===== src/rtl/seq_multiplier_pkg.sv =====
// Shared definitions for the sequential shift-add multiplier (package mult_pkg).
// Optional signed support is selected in seq_multiplier by SEQ_MULT_SIGNED_EN.
package mult_pkg;

  // Controller states; Busy covers RUN and FIX, Done is the DONE cycle.
  typedef enum logic [1:0] {
    IDLE = 2'd0,
    RUN  = 2'd1,
    FIX  = 2'd2,
    DONE = 2'd3
  } state_e;

  localparam int MULT_WIDTH_DEFAULT = 32;

  // Iteration counter width: one extra bit so the count can reach WIDTH
  // without wrapping.
  function automatic int cnt_width(input int w);
    return $clog2(w) + 1;
  endfunction

endpackage


===== src/rtl/seq_multiplier_ctrl.sv =====
// Sequencer for the shift-add multiplier: IDLE -> RUN (WIDTH steps) -> FIX
// -> DONE. Issues load/step/fix strobes to the datapath in seq_multiplier.
// Handshake: start_i is a request that is accepted only in IDLE or DONE; a
// request seen in RUN or FIX is dropped. busy_o is high while a request is in
// flight, done_o is a single-cycle pulse once the result registers are valid.
module seq_multiplier_ctrl
  import mult_pkg::*;
#(
  parameter int WIDTH = MULT_WIDTH_DEFAULT
) (
  input  logic   clk_i,
  input  logic   rst_i,
  input  logic   start_i,
  output logic   busy_o,
  output logic   done_o,
  output logic   load_o,
  output logic   step_o,
  output logic   fix_o,
  output state_e state_o
);

  localparam int CW = cnt_width(WIDTH);
  localparam logic [CW-1:0] LAST_STEP = CW'(WIDTH - 1);

  state_e        state_q, state_d;
  logic [CW-1:0] count_q, count_d;

  // State and iteration counter registers.
  always_ff @(posedge clk_i or posedge rst_i) begin
    if (rst_i) begin
      state_q <= IDLE;
      count_q <= '0;
    end else begin
      state_q <= state_d;
      count_q <= count_d;
    end
  end

  // Next-state logic and datapath strobes.
  always_comb begin
    state_d = state_q;
    count_d = count_q;
    load_o  = 1'b0;
    step_o  = 1'b0;
    fix_o   = 1'b0;
    case (state_q)
      IDLE: begin
        if (start_i) begin
          load_o  = 1'b1;
          count_d = '0;
          state_d = RUN;
        end
      end
      RUN: begin
        step_o  = 1'b1;
        count_d = count_q + 1'b1;
        // The step taken on this edge is the last one.
        if (count_q == LAST_STEP) begin
          state_d = FIX;
        end
      end
      FIX: begin
        fix_o   = 1'b1;
        state_d = DONE;
      end
      DONE: begin
        // A request here is taken exactly as in IDLE.
        if (start_i) begin
          load_o  = 1'b1;
          count_d = '0;
          state_d = RUN;
        end else begin
          state_d = IDLE;
        end
      end
      default: begin
        state_d = IDLE;
      end
    endcase
  end

  assign busy_o  = (state_q == RUN) || (state_q == FIX);
  assign done_o  = (state_q == DONE);
  assign state_o = state_q;

endmodule


===== src/rtl/seq_multiplier.sv =====
// Multi-cycle shift-add multiplier for the MULT/MULTU path feeding HI/LO.
// One add/shift per clock; Done pulses once Hi/Lo hold the new product.
// Define SEQ_MULT_SIGNED_EN to honour the Signed input (magnitude multiply
// plus final negate); without it every operation is unsigned.
module seq_multiplier
  import mult_pkg::*;
#(
  parameter int WIDTH = MULT_WIDTH_DEFAULT
) (
  input  logic             Clk,
  input  logic             Reset,
  input  logic             Start,
  input  logic             Signed,
  input  logic [WIDTH-1:0] A,
  input  logic [WIDTH-1:0] B,
  output logic             Busy,
  output logic             Done,
  output logic [WIDTH-1:0] Hi,
  output logic [WIDTH-1:0] Lo
);

  logic   load, step, fix;
  state_e ctrl_state;

  // Working registers: Work[2W:W] accumulates partial sums, Work[W-1:0]
  // starts as the multiplier and is shifted out one bit per step.
  logic [WIDTH-1:0]   mcand_q, mcand_d;
  logic [2*WIDTH:0]   work_q, work_d;
  logic               neg_q, neg_d;
  logic [WIDTH-1:0]   hi_q, hi_d;
  logic [WIDTH-1:0]   lo_q, lo_d;

  logic [WIDTH-1:0]   a_mag, b_mag;
  logic               neg_in;
  logic [WIDTH:0]     sum;
  logic [2*WIDTH-1:0] prod;
  logic [2*WIDTH-1:0] result;

  seq_multiplier_ctrl #(
    .WIDTH (WIDTH)
  ) u_ctrl (
    .clk_i   (Clk),
    .rst_i   (Reset),
    .start_i (Start),
    .busy_o  (Busy),
    .done_o  (Done),
    .load_o  (load),
    .step_o  (step),
    .fix_o   (fix),
    .state_o (ctrl_state)
  );

  // Operand conditioning. |most-negative| stays as the same W-bit pattern,
  // which is the correct unsigned magnitude.
  always_comb begin
`ifdef SEQ_MULT_SIGNED_EN
    a_mag  = (Signed && A[WIDTH-1]) ? (~A + 1'b1) : A;
    b_mag  = (Signed && B[WIDTH-1]) ? (~B + 1'b1) : B;
    neg_in = Signed & (A[WIDTH-1] ^ B[WIDTH-1]);
`else
    a_mag  = A;
    b_mag  = B;
    neg_in = 1'b0;
`endif
  end

  // Adder keeps the carry so the W+1-bit upper half never overflows.
  assign sum  = work_q[2*WIDTH:WIDTH] + {1'b0, mcand_q};
  assign prod = work_q[2*WIDTH-1:0];

  // Final sign correction of the magnitude product.
  always_comb begin
`ifdef SEQ_MULT_SIGNED_EN
    result = neg_q ? (~prod + 1'b1) : prod;
`else
    result = prod;
`endif
  end

  // Datapath next-state: load operands, add/shift, or capture the result.
  always_comb begin
    mcand_d = mcand_q;
    work_d  = work_q;
    neg_d   = neg_q;
    hi_d    = hi_q;
    lo_d    = lo_q;
    if (load) begin
      mcand_d = a_mag;
      work_d  = {{(WIDTH+1){1'b0}}, b_mag};
      neg_d   = neg_in;
    end else if (step) begin
      if (work_q[0]) begin
        work_d = {1'b0, sum, work_q[WIDTH-1:1]};
      end else begin
        work_d = {1'b0, work_q[2*WIDTH:1]};
      end
    end
    if (fix) begin
      {hi_d, lo_d} = result;
    end
  end

  // Datapath registers; Hi/Lo change only on a FIX cycle or reset.
  always_ff @(posedge Clk or posedge Reset) begin
    if (Reset) begin
      mcand_q <= '0;
      work_q  <= '0;
      neg_q   <= 1'b0;
      hi_q    <= '0;
      lo_q    <= '0;
    end else begin
      mcand_q <= mcand_d;
      work_q  <= work_d;
      neg_q   <= neg_d;
      hi_q    <= hi_d;
      lo_q    <= lo_d;
    end
  end

  assign Hi = hi_q;
  assign Lo = lo_q;

  // Debug state and, in the unsigned build, Signed/neg_q have no load here.
  logic unused_ok;
  assign unused_ok = ^{1'b0, Signed, neg_q, ctrl_state};

endmodule


===== config.mk =====
export PLATFORM = sky130hd
export DESIGN_NAME = seq_multiplier
export DESIGN_NICKNAME = d
export VERILOG_FILES = /design/src/rtl/seq_multiplier_pkg.sv /design/src/rtl/seq_multiplier_ctrl.sv /design/src/rtl/seq_multiplier.sv
export SDC_FILE = /design/constraint.sdc
export NUM_CORES = 1
export LEC_CHECK = 0
export BUFFER_PORTS_ARGS = -buffer_cell sky130_fd_sc_hd__buf_2
export CAP_MARGIN = 20
export CORE_UTILIZATION = 51
export CTS_BUF_LIST = sky130_fd_sc_hd__clkbuf_8
export DETAILED_ROUTE_END_ITERATION = 10
export PLACE_DENSITY = 0.73
export RECOVER_POWER = 100
export REMOVE_ABC_BUFFERS = 1
export SKIP_CTS_REPAIR_TIMING = 1
export SLEW_MARGIN = 25
export SYNTH_ARGS = -nofsm -noshare
export SYNTH_HDL_FRONTEND = slang
export SYNTH_SLANG_ARGS = --single-unit

===== constraint.sdc =====
create_clock -name Clk -period 6.3 [get_ports Clk]
set_input_delay 0.63 -clock Clk [delete_from_list [all_inputs] [get_ports Clk]]
set_output_delay 0.63 -clock Clk [all_outputs]
set_load 0.05 [all_outputs]

==> impl_table.tex <==
\begin{tabular}{lr}
\hline
Metric & Value \\
\hline
\multicolumn{2}{l}{\textbf{Status}} \\
\quad Run status & finished, violations left \\
\quad Failing checks & capacitance limit, slew limit \\
\multicolumn{2}{l}{\textbf{STA}} \\
\quad Pins Over Slew Limit & approximately 190 \\
\quad Final count of negative-setup-slack endpoints & 0 \\
\quad RSZ-0062 raised after global routing & no \\
\quad Share of the cycle needed by the critical path after routing & about two thirds \\
\quad Worst-margin pin slew & 4.28 ns \\
\quad Worst slew margin relative to its limit & -187\% \\
\quad Final worst path period need & 4.32 ns \\
\quad Worst Clk Skew & between 0.01 and 0.015 ns \\
\quad Final-layout worst hold slack & 0.342 ns \\
\quad Hold violation count in the final report & 0 \\
\quad Maximum achievable frequency & 232 MHz \\
\quad Setup TNS & 0 ns \\
\multicolumn{2}{l}{\textbf{Die}} \\
\quad Die Y & roughly 130 um \\
\quad \# rows & between 40 and 50 \\
\quad Floorplan die area & around 0.018 mm2 \\
\quad Starting utilization of the core area & 52.2\% \\
\quad Horizontal extent of the die & 135 um \\
\quad Core outline area & 0.0172 mm2 \\
\quad Number of primary I/O pins & 134 \\
\multicolumn{2}{l}{\textbf{Worst setup path}} \\
\quad Slowest stage cell on the critical path & sky130\_fd\_sc\_hd\_\_nor2b\_1 \\
\quad Data arrival, critical path & $\sim$4.7 ns \\
\quad Ordered list of cells on the worst path & inv\_1, ha\_1, nor2b\_1, buf\_4, a21oi\_1, o21ai\_0, o31ai\_1 \\
\quad Depth of the worst register-to-register path & 7 \\
\quad Kind of start point of the critical path & flip-flop \\
\quad CP max stage delay & 1.90 ns \\
\quad Kind of cell adding the most delay to the critical path & simple AND/OR/NAND/NOR gates \\
\quad Internal reg-to-reg setup slack & about 2.0 ns \\
\quad Crit path buf inv count & 2 \\
\quad Start of the worst register-to-register path & u\_ctrl.state\_o[1]\$\_DFFE\_PP0P\_ \\
\quad Worst path required time & 6.65 ns \\
\quad Max FO, Critical Path & about 80 \\
\quad Critical Path End Type & flip-flop \\
\quad RR Endpoint & u\_ctrl.count\_q[4]\$\_DFFE\_PP0P\_ \\
\quad Crit Path Class & reg -> reg \\
\multicolumn{2}{l}{\textbf{Logic synthesis}} \\
\quad Synthesis Warnings & 0 \\
\quad Top FF cell, synth & sky130\_fd\_sc\_hd\_\_dfrtp\_1 \\
\quad Leading cell type by number of instances after synthesis & sky130\_fd\_sc\_hd\_\_dfrtp\_1 \\
\quad Post-Synth Simple-Gate Area & 13.5\% \\
\quad Count of cell types in the netlist & 72 \\
\quad Synthesized-area fraction occupied by ao, oa, aoi and oai cells & between 15 and 20\% \\
\quad Post-synth EDFFs & 0 \\
\quad Adder and majority gate portion of the synthesized area & 5.50\% \\
\quad Post-Synthesis Mean Instance Area & 10.1 um2 \\
\quad Top cells by area, synth & sky130\_fd\_sc\_hd\_\_dfrtp\_1, sky130\_fd\_sc\_hd\_\_mux2\_2, sky130\_fd\_sc\_hd\_\_nand2\_1, sky130\_fd\_sc\_hd\_\_ha\_1, sky130\_fd\_sc\_hd\_\_mux2i\_1 \\
\quad Most frequent cells after synthesis & sky130\_fd\_sc\_hd\_\_dfrtp\_1, sky130\_fd\_sc\_hd\_\_nand2\_1, sky130\_fd\_sc\_hd\_\_mux2\_2, sky130\_fd\_sc\_hd\_\_o21ai\_0, sky130\_fd\_sc\_hd\_\_a21oi\_1 \\
\quad Flip-flop and latch count after synthesis & 168 \\
\quad Share of cell area taken by muxes after synthesis & 12.6\% \\
\quad Yosys top cell area share & 46.7\% \\
\quad Synth Cell Area & 0.00900 mm2 \\
\quad Count of mapped cells out of synthesis & between 800 and 900 \\
\quad Sequential area share after synthesis & 46.7\% \\
\quad Post-synthesis share of cell area spent on xor and xnor gates & 1.17\% \\
\quad Cell taking the most area after synthesis & sky130\_fd\_sc\_hd\_\_dfrtp\_1 \\
\quad Share of flip-flops with an asynchronous set or reset & 100\% \\
\quad Largest family of logic cells by synthesized area & compound AO/OA/AOI/OAI gates \\
\multicolumn{2}{l}{\textbf{Worst hold path}} \\
\quad Hold EP & mcand\_q[30]\$\_DFFE\_PP0P\_ \\
\quad Source of the worst hold timing path & A[30] \\
\quad Number of cells on the worst hold path & 3 \\
\quad Hold WC Path Type & in -> reg \\
\multicolumn{2}{l}{\textbf{Global route}} \\
\quad Antenna violations before repair & 0 \\
\quad Global router's overall resource usage & 23.5\% \\
\quad Number of global-route vias before repair & 6701 \\
\quad Pin count of the biggest net entering global routing & 100 \\
\quad Overflow left after global routing & 0 \\
\quad First-pass GRT wire length & 33.6 mm \\
\multicolumn{2}{l}{\textbf{Drt}} \\
\quad Remaining number of nets flagged by the antenna check after routing & 0 \\
\quad Routed via count & 6964 \\
\quad First-pass DRT Iterations & 5 \\
\quad Post-DR vias/cell & $\sim$5.6 \\
\quad Post-route DRC violation count & 0 \\
\quad Average detailed-routed wire length per instance & 16.2 um \\
\quad Detailed Route Iter0 Violations & 473 \\
\quad Total Routed Length & 20.1 mm \\
\multicolumn{2}{l}{\textbf{Clock tree}} \\
\quad Largest buffer count on any clock path & 2 \\
\quad TritonCTS Buffers & 17 \\
\quad CTS root buffer & sky130\_fd\_sc\_hd\_\_clkbuf\_8 \\
\quad Clock sink total & 168 \\
\quad Clock network latency to the later pin of the worst-skew pair & 0.47 ns \\
\quad Clock slew at the register clock pins of the worst setup and hold paths & 0.09 ns \\
\quad TritonCTS clock tree & done \\
\quad H-tree Lvls & 4 \\
\multicolumn{2}{l}{\textbf{Placement}} \\
\quad Final HPWL from detailed placement & 13.6 mm \\
\quad Port Buffer Count & 132 \\
\quad Routability Congestion & 0.912 \\
\multicolumn{2}{l}{\textbf{Cells and area}} \\
\quad Count of nets after finishing & 1109 \\
\quad Share of post-route cells with drive strength above 1 & 18.6\% \\
\quad Multi-input gate area in the final layout & 0.00445 mm2 \\
\quad Count of inserted antenna diode cells & 0 \\
\quad Synthesis-to-finish area growth & 11.1\% \\
\quad Area taken by flip-flops and latches & between 0.004 and 0.005 mm2 \\
\quad Fill count & $\sim$1600 \\
\multicolumn{2}{l}{\textbf{Job}} \\
\quad Max-capacitance violation count & 3 \\
\hline
\end{tabular}
==> layout by cell type, fill, tap and decap left out, types with 8 or more instances in the layout <==
master                     count
sky130_fd_sc_hd__dfrtp_1     168
sky130_fd_sc_hd__nand2_1     160
sky130_fd_sc_hd__clkbuf_1     69
sky130_fd_sc_hd__mux2_2       67
sky130_fd_sc_hd__o21ai_0      66
sky130_fd_sc_hd__buf_2        66
sky130_fd_sc_hd__a21oi_1      62
sky130_fd_sc_hd__mux2i_1      38
sky130_fd_sc_hd__ha_1         38
sky130_fd_sc_hd__nor2_1       24
sky130_fd_sc_hd__a21o_1       21
sky130_fd_sc_hd__nand3_1      18
sky130_fd_sc_hd__clkbuf_8     18
sky130_fd_sc_hd__inv_1        15
sky130_fd_sc_hd__a31oi_1      14
sky130_fd_sc_hd__nor2b_1      12
sky130_fd_sc_hd__nand4_1       8
==> per-stage QoR <==
| stage | setup slack (ns) | utilization (%) | area, um2 | cells |
|---|---|---|---|---|
| 2_1_floorplan | 0.413 | - | 8720 | 842 |
| 3_3_place_gp | 3.27 | 56.6 | 9760 | 1208 |
| 3_5_place_dp | 3.16 | 56.6 | 9760 | 1208 |
| 4_1_cts | 3.16 | 58.7 | 10100 | 1240 |
| 5_1_grt | 1.50 | 58.0 | 10000 | 1240 |
| 6_report | 1.98 | 58.0 | 10000 | 1240 |
==> tightest hold or removal path: stages <==
cell,delay [ns]
sky130_fd_sc_hd__buf_2,0.07
sky130_fd_sc_hd__nand2_1,0.04
sky130_fd_sc_hd__nand2_1,0.04
==> logic make-up (layout without fill, tap and decap cells) <==
logic type	count (synthesis)	count (layout)
compound gates	235	235
xor+xnor	12	12
fa+ha+maj	39	39
buf+inv	69	189
flops	168	168
mux	105	105
simple gates	267	267
==> worst max-delay path by stage <==
stage / slack (ns) / to / startpoint / cells after the start
after detailed placement: 3.16 / u_ctrl.count_q[4]$_DFFE_PP0P_ / u_ctrl.state_o[0]$_DFFE_PP0P_ / 7
final: 1.98 / u_ctrl.count_q[4]$_DFFE_PP0P_ / u_ctrl.state_o[1]$_DFFE_PP0P_ / 7
after CTS: 3.16 / u_ctrl.count_q[4]$_DFFE_PP0P_ / u_ctrl.state_o[0]$_DFFE_PP0P_ / 7
after floorplan: 0.41 / work_q[60]$_DFFE_PP0P_ / u_ctrl.state_o[0]$_DFFE_PP0P_ / 6
after global routing: 1.50 / u_ctrl.count_q[4]$_DFFE_PP0P_ / u_ctrl.state_o[1]$_DFFE_PP0P_ / 7
after global placement: 3.27 / u_ctrl.count_q[3]$_DFFE_PP0P_ / u_ctrl.state_o[0]$_DFFE_PP0P_ / 7
==> routing by layer <==
layer	GRT usage, %	share of wire, %	vias up
met5	0	0	-
met4	6.12	1.2	0
met3	7.51	6.5	23
met2	36.7	45	172
met1	31.6	47	3336
li1	-	-	3433
==> flip-flops by register name, summed over array words and instances, names as in the netlist <==
signal	flops
Hi	32
work_q	64
mcand_q	32
u_ctrl.state_o	2
Lo	32
u_ctrl.count_q	6
==> layout make-up <==
class / count / share of cell area [%]
clock inverters: 14 / 1.16
well taps: 225 / 2.82
repair buffers: 141 / 6.34
inverters: 16 / 0.613
flip-flops and latches: 168 / 42.0
clock buffers: 18 / 2.48
multi-input cells: 658 / 44.5
Power is left out: the tool's default activity adds up to more than one toggle a clock period on the data nets, which glitch-free logic cannot reach.
